$ cat config.mk
export PLATFORM = sky130hd
export DESIGN_NAME = div_seq_ctrl_flat
export DESIGN_NICKNAME = d
export VERILOG_FILES = /design/src/rtl/div_seq_ctrl_if.sv /design/src/rtl/div_seq_ctrl.sv /design/src/flat_wrapper.sv
export SDC_FILE = /design/constraint.sdc
export NUM_CORES = 1
export LEC_CHECK = 0
export ABC_AREA = 0
export BUFFER_PORTS_ARGS = -buffer_cell sky130_fd_sc_hd__clkbuf_2
export CORE_ASPECT_RATIO = 0.6
export CORE_MARGIN = 5
export CORE_UTILIZATION = 43
export CTS_BUF_LIST = sky130_fd_sc_hd__clkbuf_4 sky130_fd_sc_hd__clkbuf_8 sky130_fd_sc_hd__clkbuf_16
export CTS_CLUSTER_SIZE = 25
export DETAILED_ROUTE_END_ITERATION = 12
export GPL_ROUTABILITY_DRIVEN = 0
export GPL_TIMING_DRIVEN = 0
export PLACE_DENSITY = 0.76
export SLEW_MARGIN = 20
export SYNTH_ARGS = -nofsm -noshare
export SYNTH_HDL_FRONTEND = slang
export SYNTH_SLANG_ARGS = --single-unit
export TNS_END_PERCENT = 20
$ cat constraint.sdc
create_clock -name clk -period 2.2 [get_ports clk]
set_input_delay 0.11 -clock clk [delete_from_list [all_inputs] [get_ports clk]]
set_output_delay 0.11 -clock clk [all_outputs]
set_load 0.02 [all_outputs]
$ cat src/rtl/div_seq_ctrl_if.sv
// Request/response bundle between a requester and div_seq_ctrl.
// The master side issues operands and consumes results; the slave side is the controller.
interface div_seq_ctrl_if;
   logic        in_valid;
   logic        in_ready;
   logic [31:0] in_a;
   logic [15:0] in_b;
   logic        in_signed;
   logic        out_valid;
   logic        out_ready;
   logic [31:0] out_q;
   logic [15:0] out_r;
   logic        out_dz;
   logic        out_ovf;
   logic        out_err;

   modport master (
      output in_valid, in_a, in_b, in_signed, out_ready,
      input  in_ready, out_valid, out_q, out_r, out_dz, out_ovf, out_err
   );

   modport slave (
      input  in_valid, in_a, in_b, in_signed, out_ready,
      output in_ready, out_valid, out_q, out_r, out_dz, out_ovf, out_err
   );
endinterface

$ cat src/rtl/div_seq_ctrl.sv
// div_seq_ctrl: valid/ready front-end sequencing the 32/16 restoring divider core.
// Define DIV_SIGNED_EN to honour in_signed (magnitude conversion and sign fix-up).
module div_seq_ctrl #(
   parameter int unsigned TIMEOUT = 40,
   parameter logic [31:0] ZERO_Q  = 32'hFFFF_FFFF
) (
   input  logic          clk,
   input  logic          clrn,
   div_seq_ctrl_if.slave bus,
   output logic [31:0]   core_a,
   output logic [15:0]   core_b,
   output logic          core_start,
   input  logic          core_ready,
   input  logic [31:0]   core_q,
   input  logic [15:0]   core_r
);
   localparam int CNT_W = $clog2(TIMEOUT + 1);
   localparam logic [CNT_W-1:0] CNT_LAST = CNT_W'(TIMEOUT - 1);

   typedef enum logic [2:0] {IDLE, START, WAIT, FIX, OUT} state_t;

   state_t           state_reg;
   logic [CNT_W-1:0] wd_cnt_reg;
   logic [31:0]      q_reg;
   logic [15:0]      r_reg;
   logic             valid_reg;
   logic             dz_reg;
   logic             err_reg;

   logic [31:0]      mag_a;
   logic [15:0]      mag_b;
   logic [31:0]      fix_q;
   logic [15:0]      fix_r;
   logic             accept;

   assign accept        = (state_reg == IDLE) && bus.in_valid;
   assign bus.in_ready  = (state_reg == IDLE);
   assign bus.out_valid = valid_reg;
   assign bus.out_q     = q_reg;
   assign bus.out_r     = r_reg;
   assign bus.out_dz    = dz_reg;
   assign bus.out_err   = err_reg;

`ifdef DIV_SIGNED_EN
   logic sa;
   logic sb;
   logic sq_reg;
   logic sr_reg;
   logic ovf_pend_reg;
   logic ovf_reg;

   assign sa    = bus.in_a[31] & bus.in_signed;
   assign sb    = bus.in_b[15] & bus.in_signed;
   // Negating -2^31 and -32768 wraps to the same pattern, which is the correct unsigned magnitude.
   assign mag_a = sa ? (32'd0 - bus.in_a) : bus.in_a;
   assign mag_b = sb ? (16'd0 - bus.in_b) : bus.in_b;
   assign fix_q = sq_reg ? (32'd0 - core_q) : core_q;
   assign fix_r = sr_reg ? (16'd0 - core_r) : core_r;
   assign bus.out_ovf = ovf_reg;

   always_ff @(posedge clk or negedge clrn) begin
      if (!clrn) begin
         sq_reg       <= 1'b0;
         sr_reg       <= 1'b0;
         ovf_pend_reg <= 1'b0;
         ovf_reg      <= 1'b0;
      end else if (accept) begin
         sq_reg       <= sa ^ sb;
         sr_reg       <= sa;
         ovf_pend_reg <= bus.in_signed && (bus.in_a == 32'h8000_0000) && (bus.in_b == 16'hFFFF);
         ovf_reg      <= 1'b0;
      end else if (state_reg == FIX) begin
         ovf_reg      <= ovf_pend_reg;
      end
   end
`else
   logic unused_signed;

   assign unused_signed = bus.in_signed;
   assign mag_a         = bus.in_a;
   assign mag_b         = bus.in_b;
   assign fix_q         = core_q;
   assign fix_r         = core_r;
   assign bus.out_ovf   = 1'b0;
`endif

   always_ff @(posedge clk or negedge clrn) begin
      if (!clrn) begin
         state_reg  <= IDLE;
         wd_cnt_reg <= '0;
         q_reg      <= 32'd0;
         r_reg      <= 16'd0;
         valid_reg  <= 1'b0;
         dz_reg     <= 1'b0;
         err_reg    <= 1'b0;
         core_a     <= 32'd0;
         core_b     <= 16'd0;
         core_start <= 1'b0;
      end else begin
         case (state_reg)
            IDLE: begin
               if (bus.in_valid) begin
                  dz_reg  <= 1'b0;
                  err_reg <= 1'b0;
                  if (bus.in_b == 16'd0) begin
                     // Divide-by-zero never touches the core.
                     q_reg     <= ZERO_Q;
                     r_reg     <= bus.in_a[15:0];
                     dz_reg    <= 1'b1;
                     valid_reg <= 1'b1;
                     state_reg <= OUT;
                  end else begin
                     core_a     <= mag_a;
                     core_b     <= mag_b;
                     core_start <= 1'b1;
                     state_reg  <= START;
                  end
               end
            end

            START: begin
               core_start <= 1'b0;
               wd_cnt_reg <= '0;
               state_reg  <= WAIT;
            end

            WAIT: begin
               if (core_ready) begin
                  state_reg <= FIX;
               end else if (wd_cnt_reg == CNT_LAST) begin
                  q_reg     <= 32'd0;
                  r_reg     <= 16'd0;
                  err_reg   <= 1'b1;
                  valid_reg <= 1'b1;
                  state_reg <= OUT;
               end else begin
                  wd_cnt_reg <= wd_cnt_reg + CNT_W'(1);
               end
            end

            FIX: begin
               q_reg     <= fix_q;
               r_reg     <= fix_r;
               valid_reg <= 1'b1;
               state_reg <= OUT;
            end

            OUT: begin
               if (bus.out_ready) begin
                  valid_reg <= 1'b0;
                  state_reg <= IDLE;
               end
            end

            default: begin
               core_start <= 1'b0;
               valid_reg  <= 1'b0;
               state_reg  <= IDLE;
            end
         endcase
      end
   end
endmodule

$ cat src/flat_wrapper.sv
// flat-port wrapper written by rule: the top's interface ports become plain ports
module div_seq_ctrl_flat 
#(
   parameter int unsigned TIMEOUT = 40,
   parameter logic [31:0] ZERO_Q  = 32'hFFFF_FFFF
)
  (clk, clrn, core_a, core_b, core_start, core_ready, core_q, core_r, bus_in_valid, bus_in_a, bus_in_b, bus_in_signed, bus_out_ready, bus_in_ready, bus_out_valid, bus_out_q, bus_out_r, bus_out_dz, bus_out_ovf, bus_out_err);
  div_seq_ctrl_if bus_i ();
  input  logic clk;
  input  logic clrn;
  output logic [31:0] core_a;
  output logic [15:0] core_b;
  output logic core_start;
  input  logic core_ready;
  input  logic [31:0] core_q;
  input  logic [15:0] core_r;
  input wire logic [$bits(bus_i.in_valid)-1:0] bus_in_valid;
  input wire logic [$bits(bus_i.in_a)-1:0] bus_in_a;
  input wire logic [$bits(bus_i.in_b)-1:0] bus_in_b;
  input wire logic [$bits(bus_i.in_signed)-1:0] bus_in_signed;
  input wire logic [$bits(bus_i.out_ready)-1:0] bus_out_ready;
  output wire logic [$bits(bus_i.in_ready)-1:0] bus_in_ready;
  output wire logic [$bits(bus_i.out_valid)-1:0] bus_out_valid;
  output wire logic [$bits(bus_i.out_q)-1:0] bus_out_q;
  output wire logic [$bits(bus_i.out_r)-1:0] bus_out_r;
  output wire logic [$bits(bus_i.out_dz)-1:0] bus_out_dz;
  output wire logic [$bits(bus_i.out_ovf)-1:0] bus_out_ovf;
  output wire logic [$bits(bus_i.out_err)-1:0] bus_out_err;
  assign bus_i.in_valid = bus_in_valid;
  assign bus_i.in_a = bus_in_a;
  assign bus_i.in_b = bus_in_b;
  assign bus_i.in_signed = bus_in_signed;
  assign bus_i.out_ready = bus_out_ready;
  assign bus_in_ready = bus_i.in_ready;
  assign bus_out_valid = bus_i.out_valid;
  assign bus_out_q = bus_i.out_q;
  assign bus_out_r = bus_i.out_r;
  assign bus_out_dz = bus_i.out_dz;
  assign bus_out_ovf = bus_i.out_ovf;
  assign bus_out_err = bus_i.out_err;
  div_seq_ctrl #(.TIMEOUT(TIMEOUT), .ZERO_Q(ZERO_Q)) u_core (.clk(clk), .clrn(clrn), .bus(bus_i), .core_a(core_a), .core_b(core_b), .core_start(core_start), .core_ready(core_ready), .core_q(core_q), .core_r(core_r));
endmodule
==> results of run 1 <==
[power breakdown]
part | total (W) | internal, W | leakage (nW) | switching, W
Sequential | 0.00356 | 0.00299 | 1.31 | 0.000566
Clock | 0.00154 | 0.000816 | 0.138 | 0.000724
Combinational | 0.00568 | 0.00238 | 1.81 | 0.00330
[through the flow]
stage                     std cells  TNS [ps]  power, W
after floorplan                 425         0   0.00694
after global placement          770    -51210   0.00861
after detailed placement        771     -8060   0.00884
after CTS                       802     -72.3    0.0106
after global routing            806      -836    0.0115
final                           806         0    0.0108
[what timing repair did]
item	CTS	global route
hold endpoints to repair	64	1
cloned	1	0
setup buffers	6	3
gates resized for setup	14	17
setup endpoints to repair	53	49
hold buffers	8	1
pin swaps	2	3
[routing by layer]
layer	global-route usage [%]	share of wire [%]	up-vias
li1	-	-	1979
met1	29.0	46	2080
met2	32.7	46	171
met3	6.12	7.6	9
met4	4.46	0.88	0
met5	0	0	-
[critical path, stage by stage (launching register included)]
cell and delay [ps]:
dfrtp_1 430, ha_4 170, nand4b_4 160, or3_4 440, a221oi_4 230, buf_6 170, buf_6 140, mux2_1 320
[worst max path at each step]
stage,end,startpoint
5_1_grt,u_core.bus.out_q[31],u_core.wd_cnt_reg[0]
2_1_floorplan,u_core.bus.out_r[0],u_core.wd_cnt_reg[0]
6_report,u_core.bus.out_r[15],u_core.wd_cnt_reg[0]
4_1_cts,u_core.bus.out_r[12],u_core.wd_cnt_reg[1]
3_3_place_gp,u_core.core_b[4],clrn
3_5_place_dp,u_core.bus.out_r[1],u_core.wd_cnt_reg[0]
[logic make-up after synthesis]
group	after synthesis	synth area share [%]
buffers and inverters	42	3.78
flip-flops	109	56.4
other	1	0.0776
adder cells (fa/ha/maj)	1	0.259
multiplexers	66	15.3
AO/OA/AOI/OAI	71	10.1
XOR/XNOR	3	0.544
AND/OR/NAND/NOR	132	13.4
[layout by cell type (no fill, tap or decap), drive strengths merged, types with 2 or more instances in the layout]
master	netlist	routed
clkbuf	20	236
dfrtp	109	109
nand2	67	67
mux2	64	64
nand4	35	35
o21a	32	32
buf	15	23
o21ai	20	20
dlygate4sd3	0	9
nor2	7	7
inv	6	7
nor4	4	4
nor2b	4	4
a21oi	4	4
nor3	4	4
nand2b	3	3
xor2	3	3
or3	3	3
o31ai	3	3
clkinv	1	3
mux2i	2	2
a32o	2	2
[cell type report]
type | count | area share, %
Buffer | 35 | 2.75
Sequential cell | 109 | 41.1
Tap cell | 144 | 2.72
Timing Repair Buffer | 221 | 18.3
Multi-Input combinational cell | 274 | 30.4
Clock inverter | 4 | 0.509
Clock buffer | 12 | 3.74
Inverter | 7 | 0.396
==> flow_metrics.tcl, run 1 <==
set metrics [dict create \
    hold_path_depth 2 \
    wl_per_cell_um 17.7 \
    num-fill-cells 929 \
    synth_edf_count 0 \
    crit_required_ps 2420 \
    hold_path_startpoint "bus_in_a[21]" \
    rows 30 \
    ir_worst_vdd_v 0.000676 \
    detail_route.wirelength_mm 14.3 \
    finalCritPeriodShare_pct 99.0 \
    slew_violations 0 \
    setup_violations 0 \
    grt_max_degree 59 \
    syn_avg_cell_area_um2 11.4 \
    p_leak_nw 3.25 \
    yosys.area.top_type "dfrtp_1" \
    area_delta_synth_final_pct 37.2 \
    max_cap_violations 0 \
    die_width_um 147 \
    dieHeight_um 92.1 \
    cts.sinks 109 \
    final_cell_area_um2 6630 \
    netlist-cell-type-count 41 \
    rrSetupSlack_ps 20 \
    crit_type "flip-flop to flip-flop" \
    synth_seq_area_share_pct 56.4 \
    io_buffers 201 \
    fin_crit_ps 2180 \
    first_pass_iters 4 \
    worstSetupEndpointType "flip-flop" \
    drc_errors 0 \
    ys_ff_latch 109 \
    synth_top_area_share_pct 56.4 \
    hold_violations 0 \
    layout-drive-gt1-share_pct 46.5 \
    start_util_pct 43.4 \
    final_util_pct 59.5 \
    num_antenna_cells 0 \
    grt_usage_pct 20.9 \
    crit_arrival_ps 2400 \
    clock_latency_ps 340 \
    reg2regPathDepth 7 \
    synthTopCellsByArea "dfrtp_1, mux2_2, nand2_1, o21a_1, nand4_1" \
    grt_pass1_vias 4260 \
    worst_slew_margin_rel_pct 52.1 \
    synth_nets 528 \
    crit_fanout 6 \
    drtIter0Drc 265 \
    vias 4239 \
    whs_endpoint "u_core.core_a[21]" \
    fmax_ghz 0.459 \
    cts-root-buf "clkbuf_16" \
    synthesis.area_um2 4830 \
    cts_buffers 9 \
    clock_skew_ps 12.3 \
    dieArea_um2 13500 \
    pre_cts_ws_ps -247 \
    grt-ovfl-total 0 \
    cts.path.max_buffers 2 \
    syn_inst 425 \
    synth_common_cells "dfrtp_1, nand2_1, mux2_2, nand4_1, o21a_1" \
    viasPerCell 5.26 \
    place_area_um2 6060 \
    pin_count 204 \
    synthFlopType "dfrtp_1" \
    core-area_um2 11100 \
    crit_path_start_kind "flip-flop" \
    cts_tree "built" \
    p_per_area_nw_per_um2 1630 \
    worst_hold_slack_ps 13.6 \
    outcome "finished, final reports clean" \
    antenna_found_initial 0 \
    multi_input_area_um2 2020 \
    reg2reg_from "u_core.wd_cnt_reg[0]" \
    seq_area_um2 2730 \
    clkTransAtPathRegs_ps 80 \
    h-tree-depth 3 \
    finalWorstSetupSlack_ps 22.5 \
    tightestPinTransition_ps 709 \
    grt_first_pass_wirelength_mm 22.8 \
    synth.most_common_cell "dfrtp_1" \
    rsz0062_at_grt "yes" \
    ant_nets 0 \
    min_path_type "input port to flip-flop" \
    dpl.hpwl_mm 10.6 \
    synthArstFlopShare_pct 100 \
    nNetsFinal 760 \
    reg2reg_to "u_core.bus.out_r[15]" \
    ys.warnings.count 0 \
]
No activity file was read; power rests on OpenSTA's default activity.
==> run 2, diff against run 1 <==
--- a/config.mk
+++ b/config.mk
@@ -17,4 +17,5 @@
 export GPL_TIMING_DRIVEN = 0
 export PLACE_DENSITY = 0.76
+export REMOVE_ABC_BUFFERS = 1
 export SLEW_MARGIN = 20
 export SYNTH_ARGS = -nofsm -noshare
==> constraint.sdc (replaced) <==
create_clock -name clk -period 2.2 [get_ports clk]
set_input_delay 0.11 -clock clk [delete_from_list [all_inputs] [get_ports clk]]
set_output_delay 0.11 -clock clk [all_outputs]
set_load 0.05 [all_outputs]
==> run 2 against run 1 <==
The flow now finishes with violations (setup timing). Design area rose by 0.53%. Clock skew fell by 6.2 ps. Hold slack improved by 5.9 ps. Via count fell by 3.5%. Utilization rose by 0.31 points. Critical path type unchanged. Critical endpoint is now u_core.bus.out_r[12].
==> flow_metrics.tcl, run 2 (synthesized netlist as in run 1, its figures left out) <==
set metrics [dict create \
    final_cell_mix "clkbuf_2, dfrtp_1, nand2_1, mux2_2, nand4_1" \
    dieArea_um2 13500 \
    viasPerCell 5.23 \
    outcome "finished, violations left" \
    finalWorstSetupSlack_ps -15.5 \
    tightestPinTransition_ps 699 \
    slew_violations 0 \
    die_width_um 147 \
    area_delta_synth_final_pct 37.9 \
    io_buffers 201 \
    rows 30 \
    dpl.hpwl_mm 9.52 \
    layout-drive-gt1-share_pct 49.2 \
    grt_pass1_vias 4422 \
    hold_path_depth 2 \
    setup_violations 10 \
    start_util_pct 43.4 \
    cts.path.max_buffers 2 \
    core-area_um2 11100 \
    cts.sinks 109 \
    grt_first_pass_wirelength_mm 22.0 \
    crit_required_ps 2420 \
    drc_errors 0 \
    slowest_delay_ps 440 \
    hold_violations 0 \
    crit_type "flip-flop to flip-flop" \
    pin_count 204 \
    pre_cts_ws_ps -629 \
    fin_cells 782 \
    ant_nets 0 \
    grt_max_degree 56 \
    violations "setup timing" \
    worstSetupEndpointType "flip-flop" \
    crit_slowest_cell "dfrtp_1" \
    place_inst 742 \
    max_cap_violations 0 \
    fmax_ghz 0.451 \
    cp_cell_sequence "ha_4 -> nand4b_4 -> or3_4 -> a221oi_4 -> buf_6 -> buf_8 -> mux2_4" \
    first_pass_iters 4 \
    cts_buffers 9 \
    reg2reg_from "u_core.wd_cnt_reg[1]" \
    cts_tree "built" \
    nNetsFinal 736 \
    grt-ovfl-total 0 \
    drtIter0Drc 165 \
    crit_fanout 6 \
    dieHeight_um 92.1 \
    grt_usage_pct 19.9 \
    cts-root-buf "clkbuf_16" \
    place_area_um2 6030 \
    crit_path_start_kind "flip-flop" \
    rsz0062_at_grt "yes" \
    cp-startpoint "u_core.wd_cnt_reg[1]" \
    antenna_found_initial 0 \
    clkTransAtPathRegs_ps 70 \
    finalCritPeriodShare_pct 101 \
    detail_route.wirelength_mm 13.5 \
    hold_path_startpoint "bus_in_a[19]" \
    min_path_type "input port to flip-flop" \
    worst_slew_margin_rel_pct 53.4 \
    final_cell_area_um2 6670 \
    clock_skew_ps 6.09 \
    clock_latency_ps 340 \
    wl_per_cell_um 17.2 \
    reg2regPathDepth 7 \
    fin_crit_ps 2220 \
    crit_arrival_ps 2440 \
    vias 4090 \
    num_antenna_cells 0 \
    final_common_cell "clkbuf_2" \
    h-tree-depth 3 \
]
## run 2: cell types whose count changed in the layout (fill, tap and decap cells not counted), sizes merged
| cell | delta |
|---|---|
| inv | +2 |
| clkinv | +1 |
| clkbuf | -25 |
| buf | -4 |
| dlygate4sd3 | +3 |
| clkinvlp | -1 |
## run 2: path summary, 6_finish.rpt
kind / endpoint / slack, ps
worst max-delay path: u_core.bus.out_r[12] / -20
worst min-delay path: u_core.core_a[19] / 20
worst max register to register: u_core.bus.out_r[12] / -20
worst min register to register: u_core.bus.out_q[19] / 500
max in group asynchronous: u_core.core_a[13] / 1290
min in group asynchronous: u_core.core_a[7] / 300
## run 2: repair_timing
item | in CTS | in global routing
endpoints found under the hold margin | 65 | 0
setup buffers | 8 | 3
pin swaps | 1 | 3
cloned | 1 | 0
hold buffers | 12 | 0
resized for setup | 13 | 24
setup endpoints to repair | 86 | 67
## run 2: area by class of cell
class                           count  area (um2)
Timing Repair Buffer              232        1370
Multi-Input combinational cell    274        2060
Inverter                            7        31.3
Tap cell                          144         180
Fill cell                         936        4480
Clock buffer                       10         239
Sequential cell                   109        2740
Clock inverter                      6        45.0
## run 2: layer usage
layer | track usage [%] | vias up | part of all wire [%]
met4 | 4.62 | 0 | 1.0
met2 | 32.7 | 140 | 48
li1 | - | 1926 | -
met1 | 26.1 | 2010 | 44
met5 | 0 | - | 0
met3 | 6.02 | 14 | 6.9
## run 2: worst max-delay path, delay by kind of cell, from the launching register on
kind | cells | cell delay [ps]
compound gates | 1 | 280
fa+ha+maj | 1 | 190
buf+inv | 2 | 310
flops | 1 | 440
mux | 1 | 300
simple gates | 2 | 560
## run 2: metrics by stage
stage          util, %  TNS (ps)  hold slack [ps]
2_1_floorplan        -   -149390             -186
3_3_place_gp      52.6   -317720              342
3_5_place_dp      54.1    -32940              108
4_1_cts           58.8         0             2.77
5_1_grt           59.8      -887             3.20
6_report          59.8     -78.4             19.6
Power of run 2 is not shown: default switching activity piles up to over one toggle a cycle in this logic, so the estimate is an artifact.
==> run 3, diff against run 2 <==
--- a/config.mk
+++ b/config.mk
@@ -16,4 +16,5 @@
 export GPL_ROUTABILITY_DRIVEN = 0
 export GPL_TIMING_DRIVEN = 0
+export HOLD_SLACK_MARGIN = 0.12
 export PLACE_DENSITY = 0.76
 export REMOVE_ABC_BUFFERS = 1
==> constraint.sdc (replaced) <==
create_clock -name clk -period 2.2 [get_ports clk]
set_input_delay 0.11 -clock clk [delete_from_list [all_inputs] [get_ports clk]]
set_output_delay 0.11 -clock clk [all_outputs]
set_load 0.005 [all_outputs]
==> run 3 against run 2 <==
Highest routed layer unchanged. Utilization up 5.7 points. Maximum frequency up 2.0%. The run now ends clean. Count of clock-buffer cells in the layout stayed put. Critical path type unchanged. Largest cell class unchanged.
==> flow_metrics.tcl, run 3 (synthesized netlist as in run 1, its figures left out) <==
set metrics [dict create \
    outcome "finished, final reports clean" \
    finalSetupTns_ps 0 \
    slew_violations 0 \
    tightestPinTransition_ps 645 \
    p_per_area_nw_per_um2 1350 \
    fin_cells 846 \
    clkTransAtPathRegs_ps 80 \
    area_delta_synth_final_pct 51.2 \
    endpoint "u_core.bus.out_r[11]" \
    setup_violations 0 \
    vias 4389 \
    clock_latency_ps 340 \
    antenna_found_initial 0 \
    place_inst 742 \
    dieArea_um2 13500 \
    final_util_pct 65.6 \
    nNetsFinal 800 \
    fmax_ghz 0.460 \
    min_path_type "input port to flip-flop" \
    reg2regPathDepth 7 \
    dieHeight_um 92.1 \
    rows 30 \
    rrSetupSlack_ps 30 \
    reg2reg_to "u_core.bus.out_r[11]" \
    worstSetupEndpointType "flip-flop" \
    p_leak_nw 3.52 \
    cp-startpoint "u_core.wd_cnt_reg[0]" \
    final_cell_mix "clkbuf_2, dfrtp_1, dlygate4sd3_1, nand2_1, mux2_2" \
    grt_first_pass_wirelength_mm 23.6 \
    first_pass_iters 5 \
    hold_violations 0 \
    fin_crit_ps 2170 \
    cts_tree "built" \
    start_util_pct 43.4 \
    crit_required_ps 2420 \
    drtIter0Drc 234 \
    dpl.hpwl_mm 9.52 \
    ir_worst_vdd_v 0.000579 \
    grt_pass1_vias 4778 \
    h-tree-depth 3 \
    grt_usage_pct 21.4 \
    pin_count 204 \
    worst_slew_margin_rel_pct 57.0 \
    max_cap_violations 0 \
    grt-ovfl-total 0 \
    die_width_um 147 \
    crit_fanout 6 \
    cts.path.max_buffers 2 \
    wl_per_cell_um 17.2 \
    final_common_cell "clkbuf_2" \
    cts_buffers 9 \
    num_antenna_cells 0 \
    cts.sinks 109 \
    drc_errors 0 \
    finalCritPeriodShare_pct 98.7 \
    detail_route.wirelength_mm 14.5 \
    clock_skew_ps 8.90 \
    layout-drive-gt1-share_pct 44.7 \
    reg2reg_from "u_core.wd_cnt_reg[0]" \
    ant_nets 0 \
    core-area_um2 11100 \
    crit_type "flip-flop to flip-flop" \
    viasPerCell 5.19 \
    crit_path_start_kind "flip-flop" \
    grt_max_degree 56 \
    io_buffers 201 \
    cts-root-buf "clkbuf_16" \
    rsz0062_at_grt "yes" \
    crit_arrival_ps 2390 \
]
[run 3: cell count changes in the layout (fill, tap and decap cells not counted), sizes merged]
| cell | previous run | this run |
|---|---|---|
| dlygate4sd3 | 12 | 76 |
[run 3: power breakdown]
group | internal [W] | leakage (nW) | switching, W | total (W)
clock network | 0.000810 | 0.144 | 0.000729 | 0.00154
registers | 0.00300 | 1.30 | 0.000794 | 0.00380
logic | 0.00251 | 2.08 | 0.00202 | 0.00452
[run 3: what timing repair did]
| item | CTS | global route |
|---|---|---|
| endpoints found under the setup margin | 85 | 71 |
| setup buffers | 8 | 3 |
| hold endpoints to repair | 139 | 0 |
| hold buffers | 76 | 0 |
| resized for setup | 13 | 24 |
| pin swaps | 1 | 3 |
| gates cloned | 1 | 0 |
[run 3: metrics by stage]
step                cell area (um2)  hold slack [ps]  worst slack, ps  power [W]
floorplan                      4680             -186            -1820    0.00573
global placement               5860              342            -3490    0.00761
detailed placement             6030              108             -629    0.00770
global route                   7310              137            -54.0     0.0105
CTS                            7200              125             6.39    0.00960
finish                         7310              133             27.7    0.00986
[run 3: how the worst min path moves through the flow]
stage	start	end	slack, ps	cells past startpoint
finish	core_q[28]	u_core.bus.out_q[28]	130	4
global route	core_q[4]	u_core.bus.out_q[4]	140	4
CTS	core_q[23]	u_core.bus.out_q[23]	120	4
detailed placement	clrn	u_core.core_a[7]	110	1
global placement	bus_in_a[30]	u_core.core_a[30]	340	2
floorplan	clrn	u_core.bus.out_dz	-190	0
[run 3: cell type report]
class / instances / area (um2)
Fill cell: 850 / 3840
Multi-Input combinational cell: 274 / 2060
Sequential cell: 109 / 2740
Timing Repair Buffer: 296 / 2010
Clock inverter: 6 / 45.0
Clock buffer: 10 / 239
Tap cell: 144 / 180
Inverter: 7 / 31.3
[run 3: critical path, cell delays in order, from the launching register on]
cell and delay, ps:
dfrtp_1 400, ha_4 180, nand4b_4 140, or3_4 440, a221oi_4 270, buf_6 180, buf_8 140, mux2_4 300
[run 3: per-layer routing]
layer	vias to the layer above	global-route usage [%]	wire, um
met5	-	0	0
met2	175	37.1	7250
met1	2137	26.6	6110
met4	0	5.48	204
met3	20	5.83	967
li1	2057	-	-
